--- src/rtl/pong_pkg.sv ---
// Shared types and constants for the pong round controller.
// Latency: n/a (declarations only); backpressure: n/a.
package pong_pkg;

   localparam int SCORE_W       = 4;
   localparam int WIN_SCORE_DEF = 7;

   typedef enum logic [1:0] {
      IDLE       = 2'd0,
      SERVE_WAIT = 2'd1,
      PLAY       = 2'd2,
      OVER       = 2'd3
   } state_t;

   localparam logic [1:0] WIN_NONE  = 2'b00;
   localparam logic [1:0] WIN_LEFT  = 2'b01;
   localparam logic [1:0] WIN_RIGHT = 2'b10;

endpackage

--- src/rtl/rise_detect.sv ---
// Rising-edge detector for the start button; rise is combinational off one flop.
// Latency: same cycle; backpressure: none. A level already high at reset release is not an edge.
module rise_detect (
   input  logic clk,
   input  logic rst,
   input  logic level,
   output logic rise
);

   // Remembers "button was low last cycle"; clearing it in reset blocks a held button.
   logic was_low;

   always_ff @(posedge clk or negedge rst) begin
      if (!rst) begin
         was_low <= 1'b0;
      end else begin
         was_low <= ~level;
      end
   end

   assign rise = level & was_low;

endmodule

--- src/rtl/round_controller.sv ---
// Pong game round FSM: serve delay, scoring, winner detection; all outputs registered.
// Latency: outputs follow the state entered on the same edge; backpressure: none (pulse inputs).
module round_controller
   import pong_pkg::*;
#(
   parameter int WIN_SCORE   = WIN_SCORE_DEF,
   parameter int SERVE_TICKS = 1
) (
   input  logic               clk,
   input  logic               rst,
   input  logic               start_btn,
   input  logic               point_left,
   input  logic               point_right,
   input  logic               tick_2s,
   output logic               start_counting,
   output logic               ball_enable,
   output logic [SCORE_W-1:0] score_left,
   output logic [SCORE_W-1:0] score_right,
   output logic               serve_dir,
   output logic [1:0]         winner
);

   localparam logic [SCORE_W-1:0] WIN_S   = SCORE_W'(WIN_SCORE);
   localparam logic [1:0]         SERVE_T = 2'(SERVE_TICKS);

   state_t             state, state_nxt;
   logic [SCORE_W-1:0] score_left_nxt, score_right_nxt;
   logic [1:0]         wait_cnt, wait_cnt_nxt;
   logic               serve_dir_nxt;
   logic [1:0]         winner_nxt;
   logic               start_rise;

   rise_detect u_rise_detect (
      .clk   (clk),
      .rst   (rst),
      .level (start_btn),
      .rise  (start_rise)
   );

   always_comb begin
      state_nxt       = state;
      score_left_nxt  = score_left;
      score_right_nxt = score_right;
      wait_cnt_nxt    = wait_cnt;
      serve_dir_nxt   = serve_dir;
      winner_nxt      = winner;

      case (state)
         IDLE, OVER: begin
            if (start_rise) begin
               score_left_nxt  = '0;
               score_right_nxt = '0;
               winner_nxt      = WIN_NONE;
               serve_dir_nxt   = 1'b1;
               wait_cnt_nxt    = 2'd0;
               state_nxt       = SERVE_WAIT;
            end
         end
         SERVE_WAIT: begin
            if (tick_2s) begin
               if (wait_cnt + 2'd1 == SERVE_T) begin
                  wait_cnt_nxt = 2'd0;
                  state_nxt    = PLAY;
               end else begin
                  wait_cnt_nxt = wait_cnt + 2'd1;
               end
            end
         end
         PLAY: begin
            // Simultaneous points are ambiguous and dropped; the serve goes toward the loser.
            if (point_left && !point_right) begin
               score_left_nxt = score_left + SCORE_W'(1);
               serve_dir_nxt  = 1'b1;
               if (score_left_nxt == WIN_S) begin
                  winner_nxt = WIN_LEFT;
                  state_nxt  = OVER;
               end else begin
                  state_nxt  = SERVE_WAIT;
               end
            end else if (point_right && !point_left) begin
               score_right_nxt = score_right + SCORE_W'(1);
               serve_dir_nxt   = 1'b0;
               if (score_right_nxt == WIN_S) begin
                  winner_nxt = WIN_RIGHT;
                  state_nxt  = OVER;
               end else begin
                  state_nxt  = SERVE_WAIT;
               end
            end
         end
         default: begin
            state_nxt = IDLE;
         end
      endcase
   end

   always_ff @(posedge clk or negedge rst) begin
      if (!rst) begin
         state          <= IDLE;
         score_left     <= '0;
         score_right    <= '0;
         wait_cnt       <= 2'd0;
         serve_dir      <= 1'b0;
         winner         <= WIN_NONE;
         start_counting <= 1'b0;
         ball_enable    <= 1'b0;
      end else begin
         state          <= state_nxt;
         score_left     <= score_left_nxt;
         score_right    <= score_right_nxt;
         wait_cnt       <= wait_cnt_nxt;
         serve_dir      <= serve_dir_nxt;
         winner         <= winner_nxt;
         // Decoded from the next state so the enables change on the entering edge.
         start_counting <= (state_nxt == SERVE_WAIT);
         ball_enable    <= (state_nxt == PLAY);
      end
   end

endmodule

--- config.mk ---
export PLATFORM = sky130hd
export DESIGN_NAME = round_controller
export DESIGN_NICKNAME = d
export VERILOG_FILES = /design/src/rtl/pong_pkg.sv /design/src/rtl/rise_detect.sv /design/src/rtl/round_controller.sv
export SDC_FILE = /design/constraint.sdc
export NUM_CORES = 1
export LEC_CHECK = 0
export BUFFER_PORTS_ARGS = -buffer_cell sky130_fd_sc_hd__buf_2
export CAP_MARGIN = 20
export CORE_MARGIN = 5
export CORE_UTILIZATION = 40
export CTS_CLUSTER_SIZE = 30
export DETAILED_ROUTE_END_ITERATION = 12
export PLACE_DENSITY = 0.59
export SLEW_MARGIN = 20
export SYNTH_ARGS = -nofsm -noshare
export SYNTH_HDL_FRONTEND = slang
export SYNTH_HIERARCHICAL = 1
export SYNTH_SLANG_ARGS = --single-unit
--- constraint.sdc ---
create_clock -name clk -period 3.1 [get_ports clk]
set_clock_uncertainty 0.2 [all_clocks]
set_input_delay 0.465 -clock clk [delete_from_list [all_inputs] [get_ports clk]]
set_output_delay 0.465 -clock clk [all_outputs]
set_load 0.01 [all_outputs]
# Word level (Yosys, flattened, before mapping)
# Index checks and enable logic that the tools add are counted.
[totals]
regBits = 18
latchBits = 0
ramBits = 0
rom_bits = 0
in_bits = 6
output_inout_bits = 13
elab_cells = 70
n_memories = 0
[op_classes]
add_sub_neg = 3
mul = 0
div_mod_pow = 0
magnitude_cmp = 0
n_eq_ne = 16
shifts = 0
mux = 27
n_bitwise = 2
n_reduce_logical = 13
[ops]
columns = ["op", "count"]
rows = [
  ["2-bit 2-to-1 mux", 14],
  ["4-bit 2-to-1 mux", 4],
  ["4-bit case mux with 2 select lines", 2],
  ["2-bit inequality test (second input constant)", 5],
  ["3-bit inequality test (second input constant)", 3],
  ["3-bit AND reduction", 3],
  ["4-bit by 1-bit adder with 4-bit output (second input constant)", 2],
  ["4-bit by 3-bit equality test with 1-bit output (second input constant)", 2],
  ["2-bit case mux with 2 select lines", 2],
  ["2-bit by 1-bit equality test with 1-bit output (second input constant)", 3],
  ["2-bit equality test (second input constant)", 3],
  ["2-bit case mux with 3 select lines", 1],
  ["5-bit AND reduction", 1],
  ["4-bit AND reduction", 1],
  ["2-bit nonzero test", 2],
  ["1-bit 2-to-1 mux", 3],
  ["2-bit by 1-bit adder with 2-bit output (second input constant)", 1],
  ["1-bit logical AND", 2],
  ["1-bit logical NOT", 2],
  ["2-bit logical NOT", 1],
  ["1-bit case mux with 2 select lines", 1],
  ["2-bit OR reduction", 1],
  ["1-bit AND", 1],
  ["1-bit inverter", 1],
]

# Longest topological paths before layout
# Gate-level depths: netlist (run 1).
[logic_depth]
depth_word = 7
ltp_mapped = 8
mapped_depth_nobuf = 6

# By module
# Netlist (run 1), hierarchy kept.
[by_module_without_submodules]
columns = ["mod", "n_inst", "cells_each", "area_per_inst_um2", "seq_area_each_um2"]
rows = [
  ["round_controller", 1, 129, 1213.7, 425.4],
  ["rise_detect", 1, 3, 35.0, 25.0],
]

# Worst setup path before layout (run 1)
# No wires, ideal clock.
[synth_timing]
path_kind = "register -> register"
from = "reg state[0]"
to = "reg state[1]"
setup_ns = 0.131
t_arrival_ns = 1.672
required_ns = 2.769
setup_slack_ns = 1.097
path_stages_with_launch = 7
n_path_buf = 1
period_less_slack_ns = 2.003
path_cell_list = "dfrtp_1 inv_1 ha_1 buf_4 nor2b_4 a221o_1 or3_1"
[synth_via]
elab_chain_cells = 3
word_cells_on_any_way = 6
cone_classes = "3 x eq/ne; 1 x mux; 2 x reduce/logical"
[synth_rtl]
columns = ["element", "line_no", "source"]
rows = [
  ["start: declaration", "round_controller.sv:26", "state_t state, state_nxt;"],
  ["start signal: assignment", "round_controller.sv:108", "state <= state_nxt;"],
  ["2-bit equality test / 2-bit logical NOT (equally long branches)", "round_controller.sv:48", "case (state)"],
  ["2-bit OR reduction", "round_controller.sv:48", ""],
  ["2-bit case mux with 3 select lines (*)", "round_controller.sv:48", ""],
  ["via state_nxt[1]", "round_controller.sv:26", ""],
]
# The timed path passes the listed nets; every way through them passes the cells marked *.
# A chain may end at the register's enable or synchronous reset.

# Final worst setup path (run 1)
[layout_timing]
from = "reg state[0]"
to = "reg score_right[2]"
[layout_via]
elab_chain_cells = 4
word_cells_on_any_way = 10
cone_classes = "5 x eq/ne; 1 x mux; 4 x reduce/logical"
[layout_rtl]
columns = ["element", "line_no", "source"]
rows = [
  ["2-bit equality test / 2-bit logical NOT (equally long branches)", "round_controller.sv:48", ""],
  ["2-bit OR reduction", "round_controller.sv:48", ""],
  ["2-bit inequality test (no line) / 2-bit nonzero test (equally long branches)", "--", ""],
  ["4-bit AND reduction (no line)", "--", ""],
  ["end signal: assignment", "round_controller.sv:110", "score_right <= score_right_nxt;"],
  ["end: declaration", "round_controller.sv:18", "output logic [SCORE_W-1:0] score_right,"],
]
# Parallel ways exist; a longest one is shown, timed or not.

==> results of run 1 <==
==> worst max path at each step <==
stage                            from             end  slack (ps)  depth (start not counted)
after global routing         state[0]  score_right[2]         640                          6
after detailed placement     state[0]  score_right[2]         820                          6
after floorplan              state[0]        state[1]        1100                          6
after CTS                    state[0]  score_right[2]         790                          6
final                        state[0]  score_right[2]         800                          6
after global placement    point_right        state[1]         870                          6
==> routing by layer <==
metal	global-route usage	vias up	part of all wire
met5	0	-	0
met4	0.04663	0	0.017
met3	0.02551	5	0.031
met2	0.2128	15	0.46
met1	0.1742	482	0.49
li1	-	517	-
==> synthesized netlist by cell type (all sizes together) <==
master,number
o31ai,2
o2111a,1
o31a,1
dfrtp,18
ha,10
o21ai,12
a22o,7
a21boi,4
and4,1
buf,3
mux2,1
nor2b,2
nand2b,5
nand3,4
or2,1
nor4,2
nor3,2
a221o,1
or3,2
clkbuf,2
o2bb2a,1
mux2i,2
a21o,2
nand4bb,2
inv,12
nand3b,3
a21oi,4
o21bai,1
a311o,1
nor3b,2
nor2,3
and3,2
and3b,2
nand2,9
o32ai,1
nand4,1
o22ai,2
and2,1
==> flip-flops by register name, summed over array words and instances (netlist names) <==
register,count
score_left,4
score_right,4
state,2
wait_cnt,2
winner,2
ball_enable,1
serve_dir,1
start_counting,1
u_rise_detect/was_low,1
==> repair_timing <==
item                       in CTS  in global routing
setup endpoints to repair       0                  0
hold endpoints to repair       18                  0
setup buffers                   0                  0
hold buffers                    1                  0
==> cell families (layout without fill, tap and decap cells) <==
family / after synthesis / after routing / synth area share
buffers and inverters: 17 / 35 / 0.05811
multiplexers: 3 / 3 / 0.02805
AO/OA/AOI/OAI: 40 / 40 / 0.2365
AND/OR/NAND/NOR: 44 / 44 / 0.2164
flip-flops: 18 / 18 / 0.3607
adder cells (fa/ha/maj): 10 / 10 / 0.1002
==> layout make-up <==
type | instances | area (um^2) | area share
multi-input combinational | 97 | 725.7 | 0.5137
timing repair buffer | 19 | 100.1 | 0.07086
clock buffer | 4 | 36.28 | 0.02569
inverter | 12 | 45.04 | 0.03189
sequential | 18 | 450.4 | 0.3189
tap | 44 | 55.05 | 0.03897
==> critical path, cell delays in order (launching register included) <==
cell and delay, ps:
dfrtp_1 420, inv_1 80, ha_1 620, mux2i_2 290, a21o_1 320, o21ai_0 190, a22o_1 140
==> where the power goes <==
part	total [uW]	switching [uW]	internal, uW
logic	394	233	161
registers	323	43.2	280
clock network	148	76.7	71.7
==> per-stage QoR <==
step | power [uW] | area [um^2] | worst slack, ps | std cells
after floorplan | 622.6 | 1249 | 1097 | 132
after global placement | 713.1 | 1366 | 870.5 | 189
after detailed placement | 720.0 | 1366 | 817.3 | 189
after CTS | 874.4 | 1413 | 793.7 | 194
after global routing | 933.0 | 1413 | 639.3 | 194
final | 865.4 | 1413 | 795.7 | 194
==> reports/metrics.csv, run 1 <==
metric;value;unit
worstHoldEndpoint;u_rise_detect/was_low;
drt-vias-per-instance;5.253;
ys_types;45;
cap_violations;0;
r2r_cells;6;
r2r-end;score_right[2];
layout-drive-gt1-share;0.1933;
root_buffer;clkbuf_4;
clockBufferDepth;2;
drtAntennaViolNets;0;
die_y;65.87;um
detail_route.iter0.violations;28;
wl_per_cell;13.51;um
grt_max_degree;23;
cts-buffers-inserted;3;
ys_ff_latch;18;
min_path_type;in -> reg;
rsz0062_at_grt;no;
leakage;0.0006855;uW
die_area;4339;um^2
gp_congestion;0.7480;
synth_top_area_cell;dfrtp_1;
fp.coreArea;3028;um^2
slew_headroom;0.5207;
crit_arrival;2350;ps
clock.fmax;434.0;MHz
worstPathMaxFanout;22;
r2r_slack;800;ps
hold_viol;0;
mostFrequentLayoutCells;dfrtp_1 (18), buf_2 (18), inv_1 (12), o21ai_0 (10), ha_1 (10);
period_minus_slack;2304;ps
utilization;0.4665;
cp.required;3150;ps
finalCritPeriodShare;0.7433;
syn_area;1249;um^2
initial_core_util;0.4124;
dp_hpwl;1931;um
antennaDiodeCount;0;
finalWirelength;2621;um
synth_fp_nets;148;
num_rows;20;
worst_pin_slew;719.0;ps
syn2layout_area_growth;13.13;%
synth_warnings;6;
fin_tns_setup;0;ps
crit_path_start_kind;flop;
report.final.slew_viol_count;0;
dr_total_vias;1019;
io_buffers;18;
worstHoldPathCells;2;
final-setup-viol-count;0;
layout.nets;167;
syn_inst;132;
r2r_start;state[0];
avgSynthCellArea;9.460;um^2
p_per_area;612.6;nW/um^2
cts_tree;built;
grt_pass1_wl;4485;um
hp-start;start_btn;
criticalPathCategory;reg -> reg;
ir_drop;0.2961;mV
grt_overflow;0;
grt_use_total;0.1318;
ys_seq_area_frac;0.3607;
setup.worst_path.end_class;flop;
ioPinCount;19;
first_global_vias;969;
status;complete, no violations;
cts_sinks;18;
drc;0;
clk_latency;300;ps
htreeDepth;1;
first_pass_iters;4;
hold_ws;96.02;ps
synth.top_cell.area_share;0.3607;
ctsResizeCount;0;
cts.clk_slew.worst_paths;110;ps
antenna_found_initial;0;
yosys-top-cells-area;dfrtp_1 (36%), ha_1 (10%), a22o_1 (4.9%), o21ai_0 (4.0%), inv_1 (3.6%);
die-width;65.87;um
fill_cells;297;
Note: power is estimated with default switching activity, not from simulation.
==> inputs of run 2 (changes only) <==
ABC_AREA = 1   (was not set)
PLACE_DENSITY = 0.62   (was 0.59)
clock period = 2.09 ns   (was 3.1 ns; I/O delays follow)
==> run 2 against run 1 <==
Core utilization increased by 3.7 points. Global-route usage decreased by 1.1 points. Wire length decreased by 24%. Clock power grew 45%. Die area decreased by 14%. Clock-buffer cell count unchanged. Synthesized area is 16% lower. Sequential cell count unchanged. Critical path depth up 5. Sequential share of layout area rose by 3.9 points. Register-to-register slack worse by 630 ps. Setup slack worse by 630 ps. Critical endpoint is now winner[1]. Largest cell class unchanged. Highest routed layer unchanged.
==> reports/metrics.csv, run 2 <==
metric;value;unit
finalCritPeriodShare;0.9198;
synth_fp_nets;148;
routed.top_layer;met4;
drtAntennaViolNets;0;
cts.clk_slew.worst_paths;110;ps
worstPathMaxFanout;6;
status;complete, no violations;
syn_inst;132;
cap_violations;0;
synth_commonest_cells;nand2_1 (34), inv_1 (25), dfrtp_1 (18);
finalWirelength;1983;um
antennaDiodeCount;0;
wl_met3;141;um
crit_arrival;1930;ps
largestRegisters;score_left: 4 flops, score_right: 4 flops;
power_frac_seq;0.352;
antenna_found_initial;0;
crit_path_start_kind;flop;
die-width;61.23;um
mostFrequentLayoutCells;nand2_1 (34), inv_1 (25), dfrtp_1 (18), buf_2 (18), o21ai_0 (11);
ir_drop;0.6488;mV
ioPinCount;19;
avgSynthCellArea;7.953;um^2
setup.worst_path.end_class;flop;
gp_congestion;0.7472;
cts_tree;built;
num_rows;18;
wl_met2;832;um
grt_max_degree;19;
detail_route.iter0.violations;46;
switchingPower;542.3;uW
final-setup-viol-count;0;
leakage;0.0006660;uW
total_power;1294;uW
dp_hpwl;1574;um
synth_flop_cell;dfrtp_1;
slew_headroom;0.7315;
fp.coreArea;2500;um^2
sw_frac_of_total;0.4190;
initial_core_util;0.4199;
syn2layout_area_growth;19.90;%
ys_types;20;
clock.fmax;520.2;MHz
drt-vias-per-instance;4.846;
cts-buffers-inserted;3;
io_buffers;18;
r2r_start;state[0];
criticalPathCategory;reg -> reg;
min_path_type;in -> reg;
period_minus_slack;1922;ps
first_global_vias;804;
placedCellCount;180;
synth_warnings;6;
async_flop_share;1.000;
grt_overflow;0;
die_y;61.23;um
wl_per_cell;10.55;um
root_buffer;clkbuf_4;
drc;0;
hp-start;tick_2s;
final_common_cell;nand2_1;
worstSetupStartpoint;state[0];
synth_edf_count;0;
die_area;3749;um^2
dr_total_vias;911;
report.final.slew_viol_count;0;
layout-drive-gt1-share;0.2089;
wl_met1;991;um
first_pass_iters;4;
power.share.clock;0.166;
synth_top_area_cell;dfrtp_1;
layout.nets;175;
hold_ws;248.2;ps
yosysMostFrequentCell;nand2_1;
hold_viol;0;
cts_sinks;18;
yosys-top-cells-area;dfrtp_1 (43%), nand2_1 (12%), ha_1 (12%), inv_1 (8.9%), o21ai_0 (5.2%);
p_int;752.0;uW
ys_seq_area_frac;0.4291;
cp.required;2100;ps
synth.top_cell.area_share;0.4291;
grt_pass1_wl;3456;um
worst_pin_slew;402.7;ps
r2r_slack;170;ps
fill_cells;246;
clockBufferDepth;2;
clk_latency;290;ps
comb_power_share;0.482;
p_per_area;1028;nW/um^2
final_cells;188;
grt_use_total;0.1210;
syn_area;1050;um^2
htreeDepth;1;
ys_ff_latch;18;
==> run 2: power groups by stage <==
stage | clock network [uW] | registers [uW] | logic (uW)
finish | 215 | 456 | 623
global route | 235 | 467 | 713
CTS | 223 | 460 | 571
detailed placement | 0 | 466 | 566
global placement | 0 | 462 | 557
floorplan | 0 | 481 | 404
==> run 2: repair_timing <==
item / in CTS / in global routing
setup buffers: 0 / 2
gates resized for setup: 0 / 2
hold buffers: 2 / 0
endpoints found under the setup margin: 0 / 6
hold endpoints to repair: 19 / 0
==> run 2: kinds of logic after synthesis <==
| logic type | share of synthesized area |
|---|---|
| and+or+nand+nor | 0.2348 |
| buffers and inverters | 0.09296 |
| AOI/OAI and AO/OA | 0.1240 |
| DFF | 0.4291 |
| adders and majority gates | 0.1192 |
==> run 2: through the flow <==
stage / setup slack, ps / TNS, ps / area [um^2] / util
floorplan: 308.4 / 0 / 1050 / -
global placement: 212.3 / 0 / 1177 / 0.4710
detailed placement: 110.6 / 0 / 1177 / 0.4710
CTS: 84.07 / 0 / 1234 / 0.4935
global route: -4.844 / -4.844 / 1259 / 0.5035
finish: 167.5 / 0 / 1259 / 0.5035
==> run 2: critical path, cell delays in order (launching register included) <==
cell and delay (ps):
dfrtp_1 410, inv_1 60, ha_1 370, inv_2 60, or2_4 260, o21ai_4 110
nor2_4 70, nand2_2 70, nand2_1 60, nand2_2 70, nand2_1 50, o31ai_1 50
==> run 2: path summary, 6_finish.rpt <==
check | end | cells after the start
worst max-delay path | winner[1] | 11
worst max register to register | winner[1] | 11
min in group asynchronous | winner[0] | 2
worst min-delay path | wait_cnt[0] | 4
worst min register to register | winner[0] | 2
max in group asynchronous | score_right[1] | 2
==> run 2: per-layer routing <==
metal | track usage | vias up
li1 | - | 470
met1 | 0.1762 | 416
met2 | 0.1858 | 23
met3 | 0.02306 | 2
met4 | 0.02786 | 0
met5 | 0 | -
==> run 2: cell type report <==
cell class	instances	area [um^2]	area share
Inverter	26	97.59	0.07753
Multi-Input combinational cell	88	511.7	0.4066
Sequential cell	18	450.4	0.3579
Clock buffer	4	36.28	0.02883
Timing Repair Buffer	22	125.1	0.09940
Tap cell	30	37.54	0.02982
